$ cat src/rtl/clk_div_ctrl_if.sv
// Divisor configuration handshake between the register interface and clk_div_ctrl.
interface clk_div_ctrl_if #(
  parameter int DIV_W = 8
);
  logic             cfg_valid;
  logic [DIV_W-1:0] cfg_div;
  logic             cfg_ready;
  logic             cfg_err;

  modport master (output cfg_valid, output cfg_div, input cfg_ready, input cfg_err);
  modport slave  (input cfg_valid, input cfg_div, output cfg_ready, output cfg_err);
endinterface

$ cat src/rtl/clk_div_ctrl.sv
// Glitch-free runtime-programmable clock divider: ratio changes only at period
// boundaries, start/stop sequenced so clk_div never produces a runt pulse.
module clk_div_ctrl #(
  parameter int DIV_W   = 8,
  parameter int DEF_DIV = 5
) (
  input  logic             clk,
  input  logic             rst_n,
  input  logic             en,
  clk_div_ctrl_if.slave    cfg,
  output logic             clk_div,
  output logic             tick,
  output logic             busy,
  output logic [DIV_W-1:0] cur_div
);

  typedef enum logic [1:0] {S_IDLE, S_RUN, S_DRAIN} state_e;

  state_e           state_q, state_d;
  logic [DIV_W-1:0] cnt_q, cnt_d;
  logic [DIV_W-1:0] cur_div_q, cur_div_d;
  logic [DIV_W-1:0] pend_div_q, pend_div_d;
  logic             pend_v_q, pend_v_d;
  logic             pos_q, pos_d;
  logic             neg_q;
  logic             tick_q, tick_d;
  logic             cfg_err_q, cfg_err_d;
  logic             wrap, accept, div_ok;

  // NOTE: every output of this block is given a default before any branch, so
  // no path leaves a variable unassigned and no latch is inferred.
  always_comb begin
    state_d    = state_q;
    cnt_d      = cnt_q;
    cur_div_d  = cur_div_q;
    pend_v_d   = pend_v_q;
    pend_div_d = pend_div_q;
    tick_d     = 1'b0;
    wrap       = (cnt_q == cur_div_q - 1'b1);
    accept     = cfg.cfg_valid && !pend_v_q;
    div_ok     = (cfg.cfg_div >= DIV_W'(2));
    cfg_err_d  = accept && !div_ok;

    case (state_q)
      S_IDLE: begin
        cnt_d = '0;
        if (accept && div_ok) cur_div_d = cfg.cfg_div;
        if (en) begin
          state_d = S_RUN;
          tick_d  = 1'b1;
        end
      end
      default: begin
        if (wrap) begin
          cnt_d = '0;
          if (pend_v_q) begin
            cur_div_d = pend_div_q;
            pend_v_d  = 1'b0;
          end
          // A stop request only takes effect at the wrap, never mid-period.
          if (en) begin
            state_d = S_RUN;
            tick_d  = 1'b1;
          end else begin
            state_d = S_IDLE;
          end
        end else begin
          cnt_d   = cnt_q + 1'b1;
          state_d = en ? S_RUN : S_DRAIN;
        end
        if (accept && div_ok) begin
          pend_v_d   = 1'b1;
          pend_div_d = cfg.cfg_div;
        end
      end
    endcase

    pos_d = (state_d != S_IDLE) && (cnt_d < (cur_div_d >> 1));
  end

  // NOTE: state registers use non-blocking assignments so every flop samples
  // the pre-edge values regardless of process ordering.
  always_ff @(posedge clk or negedge rst_n) begin
    if (!rst_n) begin
      state_q    <= S_IDLE;
      cnt_q      <= '0;
      cur_div_q  <= DIV_W'(DEF_DIV);
      pend_v_q   <= 1'b0;
      pend_div_q <= '0;
      pos_q      <= 1'b0;
      tick_q     <= 1'b0;
      cfg_err_q  <= 1'b0;
    end else begin
      state_q    <= state_d;
      cnt_q      <= cnt_d;
      cur_div_q  <= cur_div_d;
      pend_v_q   <= pend_v_d;
      pend_div_q <= pend_div_d;
      pos_q      <= pos_d;
      tick_q     <= tick_d;
      cfg_err_q  <= cfg_err_d;
    end
  end

  // Half-cycle extension of the high phase for odd ratios.
  always_ff @(negedge clk or negedge rst_n) begin
    if (!rst_n) neg_q <= 1'b0;
    else        neg_q <= pos_q;
  end

  assign clk_div       = pos_q | (cur_div_q[0] & neg_q);
  assign tick          = tick_q;
  assign busy          = (state_q != S_IDLE);
  assign cur_div       = cur_div_q;
  assign cfg.cfg_ready = !pend_v_q;
  assign cfg.cfg_err   = cfg_err_q;

endmodule

$ cat src/flat_wrapper.sv
// flat-port wrapper written by rule: the top's interface ports become plain ports
module clk_div_ctrl_flat 
#(
  parameter int DIV_W   = 8,
  parameter int DEF_DIV = 5
)
  (clk, rst_n, en, clk_div, tick, busy, cur_div, cfg_cfg_valid, cfg_cfg_div, cfg_cfg_ready, cfg_cfg_err);
  clk_div_ctrl_if #(.DIV_W(DIV_W)) cfg_i ();
  input  logic clk;
  input  logic rst_n;
  input  logic en;
  output logic clk_div;
  output logic tick;
  output logic busy;
  output logic [DIV_W-1:0] cur_div;
  input wire logic [$bits(cfg_i.cfg_valid)-1:0] cfg_cfg_valid;
  input wire logic [$bits(cfg_i.cfg_div)-1:0] cfg_cfg_div;
  output wire logic [$bits(cfg_i.cfg_ready)-1:0] cfg_cfg_ready;
  output wire logic [$bits(cfg_i.cfg_err)-1:0] cfg_cfg_err;
  assign cfg_i.cfg_valid = cfg_cfg_valid;
  assign cfg_i.cfg_div = cfg_cfg_div;
  assign cfg_cfg_ready = cfg_i.cfg_ready;
  assign cfg_cfg_err = cfg_i.cfg_err;
  clk_div_ctrl #(.DIV_W(DIV_W), .DEF_DIV(DEF_DIV)) u_core (.clk(clk), .rst_n(rst_n), .en(en), .cfg(cfg_i), .clk_div(clk_div), .tick(tick), .busy(busy), .cur_div(cur_div));
endmodule
$ cat config.mk
export PLATFORM = sky130hd
export DESIGN_NAME = clk_div_ctrl_flat
export DESIGN_NICKNAME = d
export VERILOG_FILES = /design/src/rtl/clk_div_ctrl_if.sv /design/src/rtl/clk_div_ctrl.sv /design/src/flat_wrapper.sv
export SDC_FILE = /design/constraint.sdc
export NUM_CORES = 1
export LEC_CHECK = 0
export CORE_MARGIN = 2
export CORE_UTILIZATION = 54
export CTS_CLUSTER_SIZE = 20
export DETAILED_ROUTE_END_ITERATION = 7
export PLACE_DENSITY_LB_ADDON = 0.12
export SLEW_MARGIN = 20
export SYNTH_ARGS = -nofsm -noshare
export SYNTH_HDL_FRONTEND = slang
export SYNTH_SLANG_ARGS = --single-unit
export TNS_END_PERCENT = 100
$ cat constraint.sdc
create_clock -name clk -period 4.35 [get_ports clk]
set_input_delay 0.435 -clock clk [delete_from_list [all_inputs] [get_ports clk]]
set_output_delay 0.435 -clock clk [all_outputs]
set_load 0.02 [all_outputs]
==> impl_summary.md <==
Drt
After detailed routing, the number of vias per cell comes to 5.85. The initial detailed-routing violation count is 75. The number of iterations in the first detailed-routing pass is 5. In the routed design, unresolved DRC markers number 0. After detailed routing, the total wire length is 3930 um. Dividing the detail-routed wire length by the instance count gives 16.6 um.

The antenna violation net count after detailed routing is 0. The total vias in the final route is 1,386.

Power
The power per unit of standard cell area is 674 nW/um2. VDD sags by at most 0.442 mV. The share of total power dissipated in sequential elements is 0.360. The analysis attributes to net switching a power of 552 uW. Of the total power, the share spent switching nets is 0.389.

Of the total power, combinational logic draws 0.471. Cell internal power was estimated by the tool at 867 uW. The share of total power dissipated in the clock network is 0.169. The leakage power total is 0.000908 uW.

Critical path
The length in cells of the worst reg-to-reg path is 13. The required time at the endpoint of the critical path is 3.91 ns. The worst setup path is of the flip-flop to output pin kind.

The worst setup path is captured at an output pin. The critical path endpoint is clk_div. The end of the worst register-to-register path is u_core.pos_q. In this run the critical register-to-register path is launched from u_core.cur_div[0]. For flop-to-flop paths, the worst setup slack is 0.42 ns. The maximum net fanout on the critical path is 1. At the worst endpoint, the arrival time is 3.62 ns. The worst setup path is launched from a flip-flop. The start point of the critical path is u_core.neg_q.

Logic synthesis
Among all flip-flop cells after synthesis, the most frequent one is dfrtp_1. The largest total area in the synthesized netlist belongs to dfrtp_1. The mean instance size in the synthesized netlist is 10.5 um2. Synthesis produced a netlist with a net count of 184. For this run, the register share of the synthesized area comes to 0.451. The number of distinct library cell variants in the gate-level netlist after synthesis is 45. The cell count after synthesis is 164.

During synthesis, Yosys emitted a total of 0 warnings. Ranked by total cell area, the synthesized netlist is headed by dfrtp_1, ha_1, mux2_2, xnor2_1, a221o_1. The mapped cell area is 1730 um2.

By instance count, the leading cell after synthesis is dfrtp_1. Sorting the synthesized cells by how often they occur yields dfrtp_1, nor2_1, nand2_1, xnor2_1. The number of enable flip-flop cells after synthesis is 0. Synthesis inferred 31 register bits. The area fraction of the dominant cell type after synthesis is 0.406. After synthesis, the share of flip-flops with an asynchronous set or reset is 1.00.

Floorplan
For this configuration, the core starts out at a cell density of 0.566. The die covers 3670 um2. In this run the horizontal extent of the chip is 60.5 um. The count of boundary I/O pins is 25.

The number of cell rows is 20. The floorplan core area is 3050 um2. The die span in y is 60.5 um.

GRT
The number of antenna violations at the first check in global routing is 0. The first global-routing pass estimated 6620 um of wire. The largest net degree at the start of global routing is 31.

The final global-route overflow total is 0. The overall fraction of global-route tracks in use is 0.251. The number of global-route vias before repair is 1,374.

Finish
The filler cells instantiated in the layout total 254. The fraction of final layout cells sized beyond drive strength 1 is 0.140. The total number of nets in the final design is 212. The area growth from synthesis to layout is 22.0%. The total non-filler cell area in the finished layout is 2110 um2. The final antenna diode count is 0. In the final layout, the multi-input gates occupy 897 um2. The final core utilization is 0.690. The sequential cell area is 778 um2.

Placement
Timing analysis after detailed placement gives a worst setup slack of 0.557 ns. The placer's final routability congestion estimate is 0.820. The post-detailed-placement cell area is 2020 um2. Buffers placed on the I/O ports in this run total 24. The HPWL after detailed placement is 2990 um.

Clock tree
The insertion delay to the later sink of the worst-skew pair is 0.34 ns. The number of hold-repair buffers added at the cts stage is 0. The CTS clock-pin slew for the worst setup and hold paths is 0.10 ns. Once the clock tree was built, the setup fixing pass inserted 0 buffers. In this run the clock root is driven by a clkbuf_4. CTS saw 31 sinks.

TritonCTS built the clock tree. The total CTS buffers is 5. The number of buffers on the longest clock path is 2. Gates resized during post-CTS repair numbered 0. The CTS H-tree depth is 2.

Timing
Setup repair after global routing left no endpoint under its margin. The worst clock skew is 0.0155 ns. For the final routed database, the setup TNS stands at 0 ns.

The slew at the pin with the worst max-slew slack is 0.509 ns. The total count of max-transition violations in the final report came to 0. Across all hold checks on the routed design, the worst slack comes to 0.522 ns. The final hold violation count is 0. The worst path meets setup with 0.296 ns of slack. The setup violation total in the final timing report is 0. In this run the tightest slew margin relative to its limit is 0.658.

Flow run
The tool flagged a number of max-cap violations equal to 0.

Status
The flow ran to the end, and the final reports show no timing, DRC or antenna violations.

Min path
The critical hold path startpoint is u_core.pend_div_q[1]. The min-delay analysis places its worst path in the category flip-flop to flip-flop.
==> power by group through the flow <==
stage	registers, uW	clock network [uW]	logic, uW
6_report	511	239	668
5_1_grt	523	256	738
4_1_cts	508	242	669
3_5_place_dp	514	0	664
3_3_place_gp	506	0	649
2_1_floorplan	522	0	436
==> per-stage QoR <==
| step | power, uW | std cells |
|---|---|---|
| final | 1420 | 237 |
| after global routing | 1520 | 237 |
| after CTS | 1420 | 237 |
| after detailed placement | 1180 | 229 |
| after floorplan | 958 | 164 |
| after global placement | 1160 | 229 |
==> cell usage in the layout (no fill, tap or decap), types with 2 or more instances in the layout <==
cell,n
nand4_1,2
mux2_2,8
nor3_1,4
nor2b_1,2
xnor2_1,9
a221oi_1,6
o21a_1,2
buf_4,4
nand2b_1,3
a21oi_1,3
clkdlybuf4s50_1,24
a211oi_1,2
nor2_1,18
nor4_1,2
a221o_1,7
xor2_1,6
ha_1,8
nand3_1,2
dfstp_2,2
or2_2,2
dfrtp_1,28
inv_1,5
o21ai_0,3
nand2_1,11
a21o_1,2
or3_1,2
clkbuf_4,5
==> cell type report <==
type                    count  share of cell area
multi-input cells         121               0.426
flip-flops and latches     31               0.370
repair buffers             28               0.128
well taps                  44              0.0261
clock buffers               6              0.0244
clock inverters             2              0.0166
inverters                   5             0.00891
==> sequential cells by signal, indices dropped and copies added (netlist names) <==
register and count:
u_core.cnt_q 8, u_core.cur_div 8, u_core.pend_div_q 8, u_core.state_q 2
u_core.cfg.cfg_err 1, u_core.neg_q 1, u_core.pend_v_q 1, u_core.pos_q 1
u_core.tick 1
==> cells by family after synthesis <==
logic type,Yosys count,synth area share
AOI/OAI and AO/OA,32,0.148
buffers and inverters,12,0.0297
and+or+nand+nor,57,0.180
muxes,9,0.0580
DFF,31,0.451
adders and majority gates,8,0.0580
xor gates and xnor gates,15,0.0761
==> routing by layer <==
| layer | GRT usage | vias to the layer above | routed length (um) |
|---|---|---|---|
| met1 | 0.338 | 666 | 1690 |
| met3 | 0.0597 | 14 | 199 |
| li1 | - | 657 | - |
| met2 | 0.404 | 49 | 1970 |
| met4 | 0.0807 | 0 | 75 |
| met5 | 0 | - | 0 |
==> worst max-delay path, cell delays in order (launching register included) <==
cell             delay, ns
dfrtn_1               0.40
a21o_1                0.12
clkdlybuf4s50_1       0.60
==> how the worst min path moves through the flow <==
stage               cells after the start  slack, ns                   end
detailed placement                      1       0.50  u_core.pend_div_q[1]
finish                                  1       0.52  u_core.pend_div_q[1]
global route                            1       0.55  u_core.pend_div_q[0]
floorplan                               0       0.14    u_core.cfg.cfg_err
CTS                                     1       0.53  u_core.pend_div_q[1]
global placement                        1       0.50  u_core.pend_div_q[1]
Power figures use the tool's default switching activity.
